$ cat config.mk
export PLATFORM = sky130hd
export DESIGN_NAME = rgb_yuv_cvt
export DESIGN_NICKNAME = d
export VERILOG_FILES = /design/src/rtl/rgb_yuv_cvt.sv
export SDC_FILE = /design/constraint.sdc
export NUM_CORES = 1
export LEC_CHECK = 0
export ABC_AREA = 1
export CAP_MARGIN = 20
export CORE_MARGIN = 5
export CORE_UTILIZATION = 45
export CTS_CLUSTER_DIAMETER = 30
export DETAILED_ROUTE_END_ITERATION = 8
export PLACE_DENSITY = 0.67
export SYNTH_ARGS = -nofsm -noshare
export SYNTH_HDL_FRONTEND = slang
export SYNTH_SLANG_ARGS = --single-unit
$ cat constraint.sdc
create_clock -name clk -period 4.7 [get_ports clk]
set_input_delay 0.94 -clock clk [delete_from_list [all_inputs] [get_ports clk]]
set_output_delay 0.94 -clock clk [all_outputs]
set_load 0.05 [all_outputs]
$ cat src/rtl/rgb_yuv_cvt.sv
// rgb_yuv_cvt -- three-stage RGB to YUV converter with per-beat matrix select
// (0 = BT.601, 1 = BT.709), valid/ready flow control and an output beat counter.
// Stage 1 holds the nine coefficient products, stage 2 the three row sums,
// stage 3 the rounded, offset and limited outputs.
// Build option: define RGB_YUV_CLAMP_EN to saturate outputs to [0, 2^DW-1];
// without it each output keeps its low DW bits (modulo wrap).
module rgb_yuv_cvt #(
  parameter int DW   = 8,
  parameter int CNTW = 32
) (
  input  logic            clk,
  input  logic            rst,
  input  logic            in_valid,
  output logic            in_ready,
  input  logic            in_mode,
  input  logic [DW-1:0]   in_r,
  input  logic [DW-1:0]   in_g,
  input  logic [DW-1:0]   in_b,
  output logic            out_valid,
  input  logic            out_ready,
  output logic [DW-1:0]   out_y,
  output logic [DW-1:0]   out_u,
  output logic [DW-1:0]   out_v,
  output logic [CNTW-1:0] pix_cnt
);
  // Unsigned DW-bit pixel times signed 9-bit coefficient, with sign/headroom.
  localparam int PW  = DW + 11;
  localparam int SW  = DW + 13;
  localparam int OFS = 1 << (DW - 1);
`ifdef RGB_YUV_CLAMP_EN
  localparam int MAXV = (1 << DW) - 1;
`endif
  // Row-major: Y, U, V rows; R, G, B columns.
  localparam int C601 [9] = '{77, 150, 29, -43, -85, 128, 128, -107, -21};
  localparam int C709 [9] = '{54, 183, 19, -29, -99, 128, 128, -116, -12};

  logic                 rdy_q, rdy_d;
  logic                 v1_q, v1_d, v2_q, v2_d, v3_q, v3_d;
  logic                 adv1, adv2, adv3, acc;
  logic signed [PW-1:0] px;
  logic signed [PW-1:0] prod_q [9];
  logic signed [PW-1:0] prod_d [9];
  logic signed [SW-1:0] sum_q [3];
  logic signed [SW-1:0] sum_d [3];
  logic signed [SW-1:0] rnd [3];
  logic [DW-1:0]        oy_q, ou_q, ov_q, oy_d, ou_d, ov_d;
  logic [CNTW-1:0]      cnt_q, cnt_d;

  function automatic logic [DW-1:0] limit(input logic signed [SW-1:0] x);
`ifdef RGB_YUV_CLAMP_EN
    if (x < 0)              limit = '0;
    else if (x > SW'(MAXV)) limit = '1;
    else                    limit = DW'(x);
`else
    limit = DW'(x);
`endif
  endfunction

  // Stage advance chain; a stage moves when empty or when its successor moves.
  always_comb begin
    adv3     = !v3_q || out_ready;
    adv2     = !v2_q || adv3;
    adv1     = !v1_q || adv2;
    in_ready = rdy_q && adv1;
    acc      = in_valid && in_ready;
    rdy_d    = 1'b1;
    v1_d     = adv1 ? acc  : v1_q;
    v2_d     = adv2 ? v1_q : v2_q;
    v3_d     = adv3 ? v2_q : v3_q;
    cnt_d    = (v3_q && out_ready) ? cnt_q + CNTW'(1) : cnt_q;
  end

  // Stage 1: products, with the matrix chosen by the mode of this beat.
  always_comb begin
    px = '0;
    for (int i = 0; i < 9; i++) begin
      prod_d[i] = prod_q[i];
      case (i % 3)
        0:       px = $signed(PW'(in_r));
        1:       px = $signed(PW'(in_g));
        default: px = $signed(PW'(in_b));
      endcase
      if (acc)
        prod_d[i] = px * (in_mode ? PW'(C709[i]) : PW'(C601[i]));
    end
  end

  // Stage 2: full-precision signed row sums.
  always_comb begin
    for (int r = 0; r < 3; r++) begin
      sum_d[r] = sum_q[r];
      if (adv2 && v1_q)
        sum_d[r] = SW'(prod_q[3*r]) + SW'(prod_q[3*r+1]) + SW'(prod_q[3*r+2]);
    end
  end

  // Stage 3: round half up via arithmetic shift, chroma offset, then limit.
  always_comb begin
    rnd[0] = (sum_q[0] + SW'(128)) >>> 8;
    rnd[1] = ((sum_q[1] + SW'(128)) >>> 8) + SW'(OFS);
    rnd[2] = ((sum_q[2] + SW'(128)) >>> 8) + SW'(OFS);
    oy_d   = oy_q;
    ou_d   = ou_q;
    ov_d   = ov_q;
    if (adv3 && v2_q) begin
      oy_d = limit(rnd[0]);
      ou_d = limit(rnd[1]);
      ov_d = limit(rnd[2]);
    end
  end

  // State registers; reset empties the pipe and holds off input until a clock.
  always_ff @(posedge clk or negedge rst) begin
    if (!rst) begin
      rdy_q <= 1'b0;
      v1_q  <= 1'b0;
      v2_q  <= 1'b0;
      v3_q  <= 1'b0;
      for (int i = 0; i < 9; i++) prod_q[i] <= '0;
      for (int r = 0; r < 3; r++) sum_q[r] <= '0;
      oy_q  <= '0;
      ou_q  <= '0;
      ov_q  <= '0;
      cnt_q <= '0;
    end else begin
      rdy_q <= rdy_d;
      v1_q  <= v1_d;
      v2_q  <= v2_d;
      v3_q  <= v3_d;
      for (int i = 0; i < 9; i++) prod_q[i] <= prod_d[i];
      for (int r = 0; r < 3; r++) sum_q[r] <= sum_d[r];
      oy_q  <= oy_d;
      ou_q  <= ou_d;
      ov_q  <= ov_d;
      cnt_q <= cnt_d;
    end
  end

  assign out_valid = v3_q;
  assign out_y     = oy_q;
  assign out_u     = ou_q;
  assign out_v     = ov_q;
  assign pix_cnt   = cnt_q;

endmodule

==> results of run 1 <==
==> path summary, 6_finish.rpt <==
kind	from	endpoint	slack [ps]
setup reg to reg	prod_q[65]$_DFFE_PN0P_	sum_q[34]$_DFFE_PN0P_	2220
min in group asynchronous	rst	pix_cnt[21]$_DFFE_PN0P_	490
hold reg to reg	out_v[0]$_DFFE_PN0P_	out_v[0]$_DFFE_PN0P_	480
hold / removal	out_v[0]$_DFFE_PN0P_	out_v[0]$_DFFE_PN0P_	480
setup / recovery	in_r[3]	prod_q[165]$_DFFE_PN0P_	210
max in group asynchronous	rst	prod_q[166]$_DFFE_PN0P_	3250
==> final cells by class <==
type / count / area (um2)
fill: 4320 / 21070
tap: 615 / 769.5
multi-input combinational: 1952 / 14280
sequential: 208 / 5205
clock buffer: 56 / 1315
inverter: 478 / 1794
timing repair buffer: 314 / 2621
clock inverter: 34 / 387.9
==> logic make-up after synthesis <==
group,count (synthesis)
compound gates,270
other cells,2
xor+xnor,100
flops,208
fa+ha+maj,485
simple gates,1082
buf+inv,531
==> per-layer routing <==
layer,GRT usage (%),vias up,share of wire [%]
met5,0,-,0.023
met4,6.674,2,2.9
met1,28.66,8510,46
met2,36.14,357,47
li1,-,9071,-
met3,2.907,103,4.2
==> placed cells by master, fill, tap and decap left out, types with 7 or more instances in the layout <==
cell                              synthesis  routed
sky130_fd_sc_hd__nand2_2                 14      15
sky130_fd_sc_hd__fa_1                   170     170
sky130_fd_sc_hd__clkbuf_16                0      51
sky130_fd_sc_hd__inv_1                  475     475
sky130_fd_sc_hd__buf_4                    0     224
sky130_fd_sc_hd__a31oi_1                 14      14
sky130_fd_sc_hd__o21ai_1                 31      31
sky130_fd_sc_hd__nor2_1                 154     151
sky130_fd_sc_hd__inv_6                    0       8
sky130_fd_sc_hd__clkinvlp_4               0       9
sky130_fd_sc_hd__clkinv_2                 0       7
sky130_fd_sc_hd__nor3_1                  19      19
sky130_fd_sc_hd__a21oi_1                 83      83
sky130_fd_sc_hd__conb_1                   2      15
sky130_fd_sc_hd__xor2_1                  45      45
sky130_fd_sc_hd__o21ai_2                 10      10
sky130_fd_sc_hd__nand4_1                 13      13
sky130_fd_sc_hd__dfrtp_1                208     208
sky130_fd_sc_hd__o21bai_1                11      11
sky130_fd_sc_hd__nand3_1                130     130
sky130_fd_sc_hd__clkdlybuf4s50_1          0      84
sky130_fd_sc_hd__xnor2_1                 55      55
sky130_fd_sc_hd__nand3b_1                21      21
sky130_fd_sc_hd__ha_1                   315     311
sky130_fd_sc_hd__o21ai_0                105     105
sky130_fd_sc_hd__nand2_1                715     713
==> per-stage QoR <==
stage	hold slack, ps	utilization (%)	TNS [ps]	std cells
4_1_cts	479.0	55.45	0	3657
6_report	475.1	55.59	0	3657
2_1_floorplan	448.7	-	0	2691
3_3_place_gp	464.3	51.86	-10610	3567
5_1_grt	499.6	55.59	0	3657
3_5_place_dp	466.5	51.86	-13380	3567
==> critical path, cell delays in order <==
cell                              delay, ps
sky130_fd_sc_hd__clkdlybuf4s50_1        410
sky130_fd_sc_hd__inv_1                   80
sky130_fd_sc_hd__nor2_1                  70
sky130_fd_sc_hd__buf_4                  160
sky130_fd_sc_hd__fa_1                   470
sky130_fd_sc_hd__inv_1                   50
sky130_fd_sc_hd__fa_1                   470
sky130_fd_sc_hd__inv_1                   60
sky130_fd_sc_hd__fa_1                   540
sky130_fd_sc_hd__inv_1                   60
sky130_fd_sc_hd__fa_1                   490
sky130_fd_sc_hd__inv_1                   40
sky130_fd_sc_hd__ha_1                   330
sky130_fd_sc_hd__a21oi_1                220
sky130_fd_sc_hd__nor2_1                  60
sky130_fd_sc_hd__nor2_1                 100
sky130_fd_sc_hd__nand2_1                 80
sky130_fd_sc_hd__nand2_1                 90
sky130_fd_sc_hd__nand3_1                 70
sky130_fd_sc_hd__nand3_1                 90
sky130_fd_sc_hd__nand2_1                 50
==> cells in the mapped netlist (all sizes together) <==
cell      n  area, um2
nand2   729       2771
inv     477       1790
ha      315       3941
dfrtp   208       5205
fa      170       3403
nor2    159      614.3
o21ai   146      768.2
nand3   131      660.6
a21oi    83      415.4
xnor2    55      481.7
xor2     45      394.1
buf      30      222.7
clkbuf   23      87.58
nand3b   21      157.7
nor3     21      115.1
a31oi    14      87.58
nand4    13      81.33
o21bai   11      82.58
a21o      5      37.54
and2      5      31.28
o21a      5      37.54
a21boi    3      22.52
o31ai     3      22.52
conb      2      7.510
or2       2      12.51
and3      1      6.260
clkinv    1      3.750
==> sequential cells by signal, indices dropped and copies added, names as in the netlist, 8 cells and up <==
name	cells
out_u	8
sum_q	27
pix_cnt	32
out_v	8
prod_q	121
out_y	8
==> what timing repair did <==
item                       in CTS  in global routing
setup endpoints to repair       0                 11
resized for setup               0                  9
hold buffers                    0                  0
==> where the power goes <==
part	internal [mW]	total (mW)	switching (mW)
clock network	2.35	3.45	1.11
registers	2.39	3.02	0.630
logic	3.91	9.44	5.52
==> results.json, run 1 <==
{
  "run_status": "finished clean",
  "worst_hold_path_type": "register to register",
  "synth_to_final_area_change_pct": 22.89,
  "synth_simple_gate_area_share_pct": 20.74,
  "detailed_place_hpwl_mm": 46.23,
  "drt-vias-per-instance": 4.934,
  "start_util_pct": 45.23,
  "ant_nets": 0,
  "die_area_mm2": 0.05216,
  "route.detailed.drc": 0,
  "synth_top_family_by_area": "adder cells",
  "layout-drive-gt1-share_pct": 11.90,
  "criticalPathCategory": "primary input to register",
  "leakage_nw": 14.47,
  "design.core.area_mm2": 0.04745,
  "timing.clock.skew_ps": 19.66,
  "fraction_of_synthesized_area_in_multiplexers_pct": 0,
  "syn_area_cell_um2": 8.014,
  "clock_path_buffers": 3,
  "vias": 18040,
  "tritoncts_clock_tree": "built",
  "port_buffers": 86,
  "total_power_mw": 15.91,
  "globalRouteOverflowTotal": 0,
  "worst_slew_pin_slew_ps": 902.5,
  "maxCapViolations": 0,
  "finalNetCount": 3517,
  "n_antenna_cell": 0,
  "setup_viol": 0,
  "cts.sinks": 208,
  "worst-r2r-cell-count": 10,
  "postCtsSetupRepairBufs": 0,
  "synth_compound_area_share_pct": 6.868,
  "worst_ir_drop_vdd_uv": 337.9,
  "grt_antenna_before_repair": 1,
  "achievable-frequency_mhz": 222.5,
  "detailedRoute.firstPassIterationCount": 5,
  "worst_setup_hold_path_clk_slew_ps": 50,
  "cts_max_level": 2,
  "slew_headroom_pct": 39.84,
  "gp_congestion": 0.9573,
  "start_kind": "primary input",
  "ctsRootBufferMaster": "sky130_fd_sc_hd__clkbuf_16",
  "worst-path-max-fanout": 4,
  "num_io_pins": 87,
  "fp.dieW_um": 228.4,
  "cp.required_ps": 5130,
  "dpl_cell_area_mm2": 0.02461,
  "yosysWarningCount": 0,
  "synthAdderAreaFrac_pct": 34.22,
  "die-height_um": 228.4,
  "grt_first_pass_wirelength_mm": 92.49,
  "final.min_clock_period_ps": 4494,
  "gr-usage-all-layers_pct": 21.36,
  "drt-initial-drc-count": 880,
  "wire_per_inst_um": 15.18,
  "timing_hold_violations_final": 0,
  "number_of_buffers_added_by_the_clock_tree_synthesis_step": 49,
  "clock_insertion_delay_at_the_later_pin_of_the_skew_report_ps": 560,
  "synthesis.area_mm2": 0.02146,
  "pre_cts_slack_ps": -354.7,
  "hold-path-cell-count": 2,
  "route.final.wire_length_mm": 55.53,
  "post-route-cell-area_mm2": 0.02638,
  "timing.critical_path.arrival_ps": 4930,
  "fin_crit_sh_pct": 95.62,
  "syn_inst": 2678,
  "ys_seq_area_share_pct": 24.25,
  "grt_pass1_vias": 18570,
  "p_per_area_mw_per_mm2": 603.1,
  "synth.ff_latch_count": 208,
  "endpoint_kind": "register",
  "timing_max_transition_violations_final": 0,
  "final_critical_path_setup_slack_ps": 205.8,
  "unrepaired_setup_endpoints_after_global_routing": "no",
  "post_synth_xor_area_fraction_pct": 4.081,
  "rows": 80,
  "synth_cell_type_count": 39,
  "pin_count_of_the_biggest_net_entering_global_routing": 192
}
(Power assumes the default switching activity.)
==> run 2, diff against run 1 <==
--- a/config.mk
+++ b/config.mk
@@ -12,6 +12,7 @@
 export CTS_CLUSTER_DIAMETER = 30
 export DETAILED_ROUTE_END_ITERATION = 8
 export PLACE_DENSITY = 0.67
+export SETUP_SLACK_MARGIN = 0.3
 export SYNTH_ARGS = -nofsm -noshare
 export SYNTH_HDL_FRONTEND = slang
 export SYNTH_SLANG_ARGS = --single-unit
==> run 2 against run 1 <==
Total power up 3.5%; fmax increased by 6.4%; largest power group unchanged; die area is the same; critical path type unchanged.
==> results.json, run 2 (same netlist as run 1, synthesis figures left out) <==
{
  "critical_path.max_stage_delay_ps": 540,
  "leakage_nw": 14.73,
  "ctsRootBufferMaster": "sky130_fd_sc_hd__clkbuf_16",
  "clock_insertion_delay_at_the_later_pin_of_the_skew_report_ps": 580,
  "cts_max_level": 2,
  "route.detailed.drc": 0,
  "grt_first_pass_wirelength_mm": 93.69,
  "ant_nets": 0,
  "final_critical_path_setup_slack_ps": 476.8,
  "cp.required_ps": 5140,
  "regMostFlops": "prod_q",
  "achievable-frequency_mhz": 236.8,
  "final.min_clock_period_ps": 4223,
  "r2r_end": "sum_q[34]$_DFFE_PN0P_",
  "cts.sinks": 208,
  "largest_reg_flops": 121,
  "clock_path_buffers": 3,
  "final_cell_mix": "701 x sky130_fd_sc_hd__nand2_1, 469 x sky130_fd_sc_hd__inv_1, 300 x sky130_fd_sc_hd__ha_1",
  "timing_hold_violations_final": 0,
  "number_of_buffers_added_by_the_clock_tree_synthesis_step": 52,
  "p_per_area_mw_per_mm2": 611.7,
  "design.core.area_mm2": 0.04745,
  "critical_path.cell_chain": "clkdlybuf4s50_1 > inv_1 > nor2_4 > ha_1 > inv_1 > fa_1 > fa_1 > inv_1 > fa_1 > inv_1 > fa_2 > inv_1 > nand3_1 > nand2_2 > nand3_1 > nand2_1 > xnor2_1 > o21ai_0",
  "num_io_pins": 87,
  "cpMostUsedCell": "sky130_fd_sc_hd__inv_1",
  "rr_startpoint": "prod_q[65]$_DFFE_PN0P_",
  "start_kind": "primary input",
  "timing_max_transition_violations_final": 0,
  "layoutNonFillerInstCount": 3665,
  "fin_crit_sh_pct": 89.86,
  "maxCapViolations": 0,
  "cts_hold_buf": 0,
  "final_core_utilization_pct": 56.74,
  "drt-vias-per-instance": 4.918,
  "fp.dieW_um": 228.4,
  "detailed_place_hpwl_mm": 46.28,
  "endpoint_kind": "register",
  "most_frequent_standard_cell_in_the_layout_excluding_fill_and_tap_cells": "sky130_fd_sc_hd__nand2_1",
  "route.final.wire_length_mm": 56.07,
  "worst_slew_pin_slew_ps": 994.8,
  "criticalPathCategory": "primary input to register",
  "worst-path-max-fanout": 4,
  "drt-initial-drc-count": 849,
  "worst_path_max_delay_cell": "sky130_fd_sc_hd__fa_1",
  "start_util_pct": 45.23,
  "layout-drive-gt1-share_pct": 13.97,
  "setup_viol": 0,
  "worst_hold_margin_ps": 462.5,
  "tritoncts_clock_tree": "built",
  "gp_congestion": 0.9120,
  "worst-r2r-setup-slack_ps": 2200,
  "grt_antenna_before_repair": 0,
  "die_area_mm2": 0.05216,
  "gr-usage-all-layers_pct": 21.80,
  "worst_setup_hold_path_clk_slew_ps": 50,
  "slew_headroom_pct": 33.61,
  "wire_per_inst_um": 15.30,
  "finalNetCount": 3522,
  "vias": 18030,
  "die-height_um": 228.4,
  "worst_hold_path_type": "primary input to async pin",
  "globalRouteOverflowTotal": 0,
  "worst_ir_drop_vdd_uv": 422.6,
  "synth_to_final_area_change_pct": 25.43,
  "timing.critical_path.arrival_ps": 4670,
  "worst-r2r-cell-count": 11,
  "detailedRoute.firstPassIterationCount": 5,
  "timing.clock.skew_ps": 21.95,
  "grt_pass1_vias": 18870,
  "pre_cts_slack_ps": -373.2,
  "run_status": "finished clean",
  "unrepaired_setup_endpoints_after_global_routing": "no",
  "rows": 80,
  "port_buffers": 86,
  "pin_count_of_the_biggest_net_entering_global_routing": 142,
  "n_antenna_cell": 0,
  "crit_path_start": "in_b[4]",
  "placed_cells": 3566
}
==> run 2: cell types whose count changed in the layout (fill, tap and decap cells not counted), sizes merged <==
cell and change:
dlymetal6s2s +15, buf +2, clkbuf +4, clkinvlp -2
bufinv +1, clkinv -1, inv +4, clkdlybuf4s50 -15
==> run 2: worst max-delay path: cells and delay by family <==
kind	cells	cell delay, ps
AO/OA/AOI/OAI	1	80
XOR/XNOR	1	110
adder cells (fa/ha/maj)	5	2150
buffers and inverters	6	860
AND/OR/NAND/NOR	5	520
==> run 2: worst max path at each step <==
stage | end | cells past startpoint
floorplan | prod_q[14]$_DFFE_PN0P_ | 16
global route | prod_q[14]$_DFFE_PN0P_ | 19
finish | prod_q[12]$_DFFE_PN0P_ | 18
detailed placement | prod_q[110]$_DFFE_PN0P_ | 20
CTS | prod_q[110]$_DFFE_PN0P_ | 20
global placement | prod_q[14]$_DFFE_PN0P_ | 16
==> run 2: metrics by stage <==
stage / total power [mW] / cell area [um2] / setup TNS (ps)
2_1_floorplan: 9.399 / 21740 / 0
4_1_cts: 16.35 / 26680 / 0
6_report: 16.47 / 26920 / 0
5_1_grt: 17.99 / 26920 / 0
3_3_place_gp: 12.29 / 24800 / -10230
3_5_place_dp: 12.46 / 24800 / -12450
==> run 2: final cells by class <==
cell class / instances / area (um2)
fill: 4288 / 20530
multi-input combinational: 1952 / 14590
sequential: 208 / 5205
timing repair buffer: 316 / 2700
inverter: 478 / 1794
clock buffer: 60 / 1381
tap: 615 / 769.5
clock inverter: 36 / 478.0
==> run 2: routing by layer <==
layer | track usage [%] | vias to the layer above | part of all wire (%)
li1 | - | 9078 | -
met1 | 28.49 | 8525 | 45
met2 | 37.29 | 332 | 48
met3 | 3.590 | 91 | 4.3
met4 | 6.825 | 0 | 3.0
met5 | 0 | - | 0
==> run 2: where the power goes <==
| group | switching (mW) | total (mW) | internal (mW) |
|---|---|---|---|
| Clock | 1.20 | 3.73 | 2.53 |
| Sequential | 0.613 | 3.00 | 2.39 |
| Combinational | 5.66 | 9.74 | 4.08 |
==> run 2: what timing repair did <==
item	4_1_cts	5_1_grt
pin swaps	0	19
setup buffers	0	3
resized for setup	7	63
cloned	0	0
setup endpoints to repair	8	53
==> run 3, diff against run 2 <==
--- a/config.mk
+++ b/config.mk
@@ -7,7 +7,7 @@
 export LEC_CHECK = 0
 export ABC_AREA = 1
 export CAP_MARGIN = 20
-export CORE_MARGIN = 5
+export CORE_MARGIN = 8
 export CORE_UTILIZATION = 45
 export CTS_CLUSTER_DIAMETER = 30
 export DETAILED_ROUTE_END_ITERATION = 8
==> run 3 against run 2 <==
Utilization is 0.098 points higher; routed wire length rose by 1.5%; cell area is 0.17% higher; via count increased by 0.63%; total power up 0.50%; clock skew down 11 ps; sequential power about the same; global-route usage down 0.32 points; fmax decreased by 0.51%; clock power grew 2%.
==> results.json, run 3 (same netlist as run 1, synthesis figures left out) <==
{
  "final_cell_mix": "697 x sky130_fd_sc_hd__nand2_1, 464 x sky130_fd_sc_hd__inv_1, 299 x sky130_fd_sc_hd__ha_1",
  "achievable-frequency_mhz": 235.6,
  "design.core.area_mm2": 0.04745,
  "finalNetCount": 3519,
  "regMostFlops": "prod_q",
  "route.detailed.drc": 0,
  "timing.critical_path.arrival_ps": 4660,
  "timing.clock.skew_ps": 11.34,
  "clock_insertion_delay_at_the_later_pin_of_the_skew_report_ps": 570,
  "worst_hold_path_type": "primary input to async pin",
  "start_kind": "primary input",
  "number_of_buffers_added_by_the_clock_tree_synthesis_step": 51,
  "cpMostUsedCell": "sky130_fd_sc_hd__fa_1",
  "ant_nets": 0,
  "tritoncts_clock_tree": "built",
  "leakage_nw": 14.72,
  "final_critical_path_setup_slack_ps": 455.0,
  "gp_congestion": 0.9411,
  "most_frequent_standard_cell_in_the_layout_excluding_fill_and_tap_cells": "sky130_fd_sc_hd__nand2_1",
  "worst_hold_margin_ps": 407.7,
  "criticalPathCategory": "primary input to register",
  "timing_max_transition_violations_final": 0,
  "final_core_utilization_pct": 56.84,
  "fp.dieW_um": 234.4,
  "pin_count_of_the_biggest_net_entering_global_routing": 192,
  "port_buffers": 86,
  "endpoint_kind": "register",
  "rr_startpoint": "prod_q[114]$_DFFE_PN0P_",
  "wire_per_inst_um": 15.55,
  "pre_cts_slack_ps": -376.2,
  "cellInternalPower_mw": 9.129,
  "worst-r2r-cell-count": 11,
  "drt-vias-per-instance": 4.954,
  "cp.required_ps": 5120,
  "layout-drive-gt1-share_pct": 14.21,
  "n_antenna_cell": 0,
  "largest_reg_flops": 121,
  "grt_antenna_before_repair": 0,
  "p_per_area_mw_per_mm2": 613.7,
  "detailedRoute.firstPassIterationCount": 5,
  "timing_hold_violations_final": 0,
  "fin_crit_sh_pct": 90.32,
  "die-height_um": 234.4,
  "synth_to_final_area_change_pct": 25.65,
  "slew_headroom_pct": 40.12,
  "worst_ir_drop_vdd_uv": 360.7,
  "clock_power_share_pct": 23.0,
  "die_area_mm2": 0.05494,
  "grt_first_pass_wirelength_mm": 95.03,
  "worst_setup_hold_path_clk_slew_ps": 40,
  "gr-usage-all-layers_pct": 21.48,
  "worst_slew_pin_slew_ps": 898.2,
  "vias": 18140,
  "globalRouteOverflowTotal": 0,
  "critical_path.cell_chain": "clkdlybuf4s50_1 > inv_2 > fa_1 > inv_1 > fa_1 > inv_1 > fa_1 > fa_1 > inv_1 > ha_1 > a21oi_2 > nand2_1 > a21oi_1 > xor2_1 > o21ai_1",
  "start_util_pct": 45.23,
  "worst-path-max-fanout": 4,
  "cts.sinks": 208,
  "drt-initial-drc-count": 1027,
  "power.share.sequential_pct": 18.2,
  "placed_cells": 3562,
  "rows": 80,
  "maxCapViolations": 0,
  "r2r_end": "sum_q[33]$_DFFE_PN0P_",
  "cts_max_level": 2,
  "critPathBufInv": 5,
  "total_power_mw": 16.55,
  "unrepaired_setup_endpoints_after_global_routing": "yes",
  "worst_path_max_delay_cell": "sky130_fd_sc_hd__clkdlybuf4s50_1",
  "ctsRootBufferMaster": "sky130_fd_sc_hd__clkbuf_16",
  "final.min_clock_period_ps": 4245,
  "worst-r2r-setup-slack_ps": 2160,
  "clock_path_buffers": 3,
  "path_delay_family": "adder cells",
  "run_status": "finished clean",
  "instance_count_on_the_critical_path": 15,
  "num_io_pins": 87,
  "critical_path.max_stage_delay_ps": 560,
  "grt_pass1_vias": 18810,
  "setup_viol": 0,
  "net-switching-power_mw": 7.421,
  "route.final.wire_length_mm": 56.93,
  "power_frac_comb_pct": 58.8,
  "layoutNonFillerInstCount": 3662,
  "switching_share_pct": 44.84,
  "detailed_place_hpwl_mm": 46.95
}
==> run 3: changes by cell type in the layout (fill, tap and decap cells not counted), moves of 4 or more <==
cell | before | now
sky130_fd_sc_hd__inv_1 | 469 | 464
sky130_fd_sc_hd__clkbuf_8 | 6 | 12
sky130_fd_sc_hd__inv_6 | 9 | 4
sky130_fd_sc_hd__nand2_2 | 22 | 26
sky130_fd_sc_hd__nand2_1 | 701 | 697
sky130_fd_sc_hd__inv_2 | 8 | 13
==> run 3: cell type report <==
class | instances | area (um2)
repair buffers | 314 | 2676
fillers | 4310 | 20480
well taps | 615 | 769.5
clock buffers | 64 | 1456
multi-input cells | 1952 | 14610
inverters | 478 | 1794
flip-flops and latches | 208 | 5205
clock inverters | 31 | 451.7
==> run 3: timing repair <==
action / in CTS / in global routing
endpoints found under the hold margin: 0 / 0
buffers inserted: 0 / 5
endpoints found under the setup margin: 9 / 51
resized for setup: 3 / 71
pin swaps: 0 / 21
hold buffers: 0 / 0
==> run 3: power groups by stage <==
stage               logic (mW)  registers [mW]  clock network, mW
floorplan                 6.19            3.21                  0
global placement          9.27            3.02                  0
detailed placement        9.41            3.04                  0
CTS                       9.51            3.02               3.88
global route              11.0            3.09               3.99
finish                    9.73            3.01               3.81
==> run 3: how the worst max path moves through the flow <==
| stage | from | endpoint | slack [ps] |
|---|---|---|---|
| after floorplan | in_mode | prod_q[14]$_DFFE_PN0P_ | 300 |
| after global placement | in_b[5] | prod_q[14]$_DFFE_PN0P_ | -370 |
| after detailed placement | in_r[5] | prod_q[110]$_DFFE_PN0P_ | -380 |
| after CTS | in_r[1] | prod_q[165]$_DFFE_PN0P_ | 320 |
| after global routing | in_g[3] | prod_q[89]$_DFFE_PN0P_ | 270 |
| final | in_g[3] | prod_q[86]$_DFFE_PN0P_ | 450 |
==> run 3: metrics by stage <==
stage	area, um2	setup TNS (ps)
6_report	26970	0
5_1_grt	26970	0
4_1_cts	26690	0
3_3_place_gp	24770	-9113
2_1_floorplan	21740	0
3_5_place_dp	24770	-11460
==> run 3: layer usage <==
metal,track usage [%],part of all wire (%),vias up
met5,0,0,-
met1,28.11,46,8631
met2,36.50,47,335
li1,-,-,9076
met3,2.951,3.9,98
met4,6.820,2.9,0
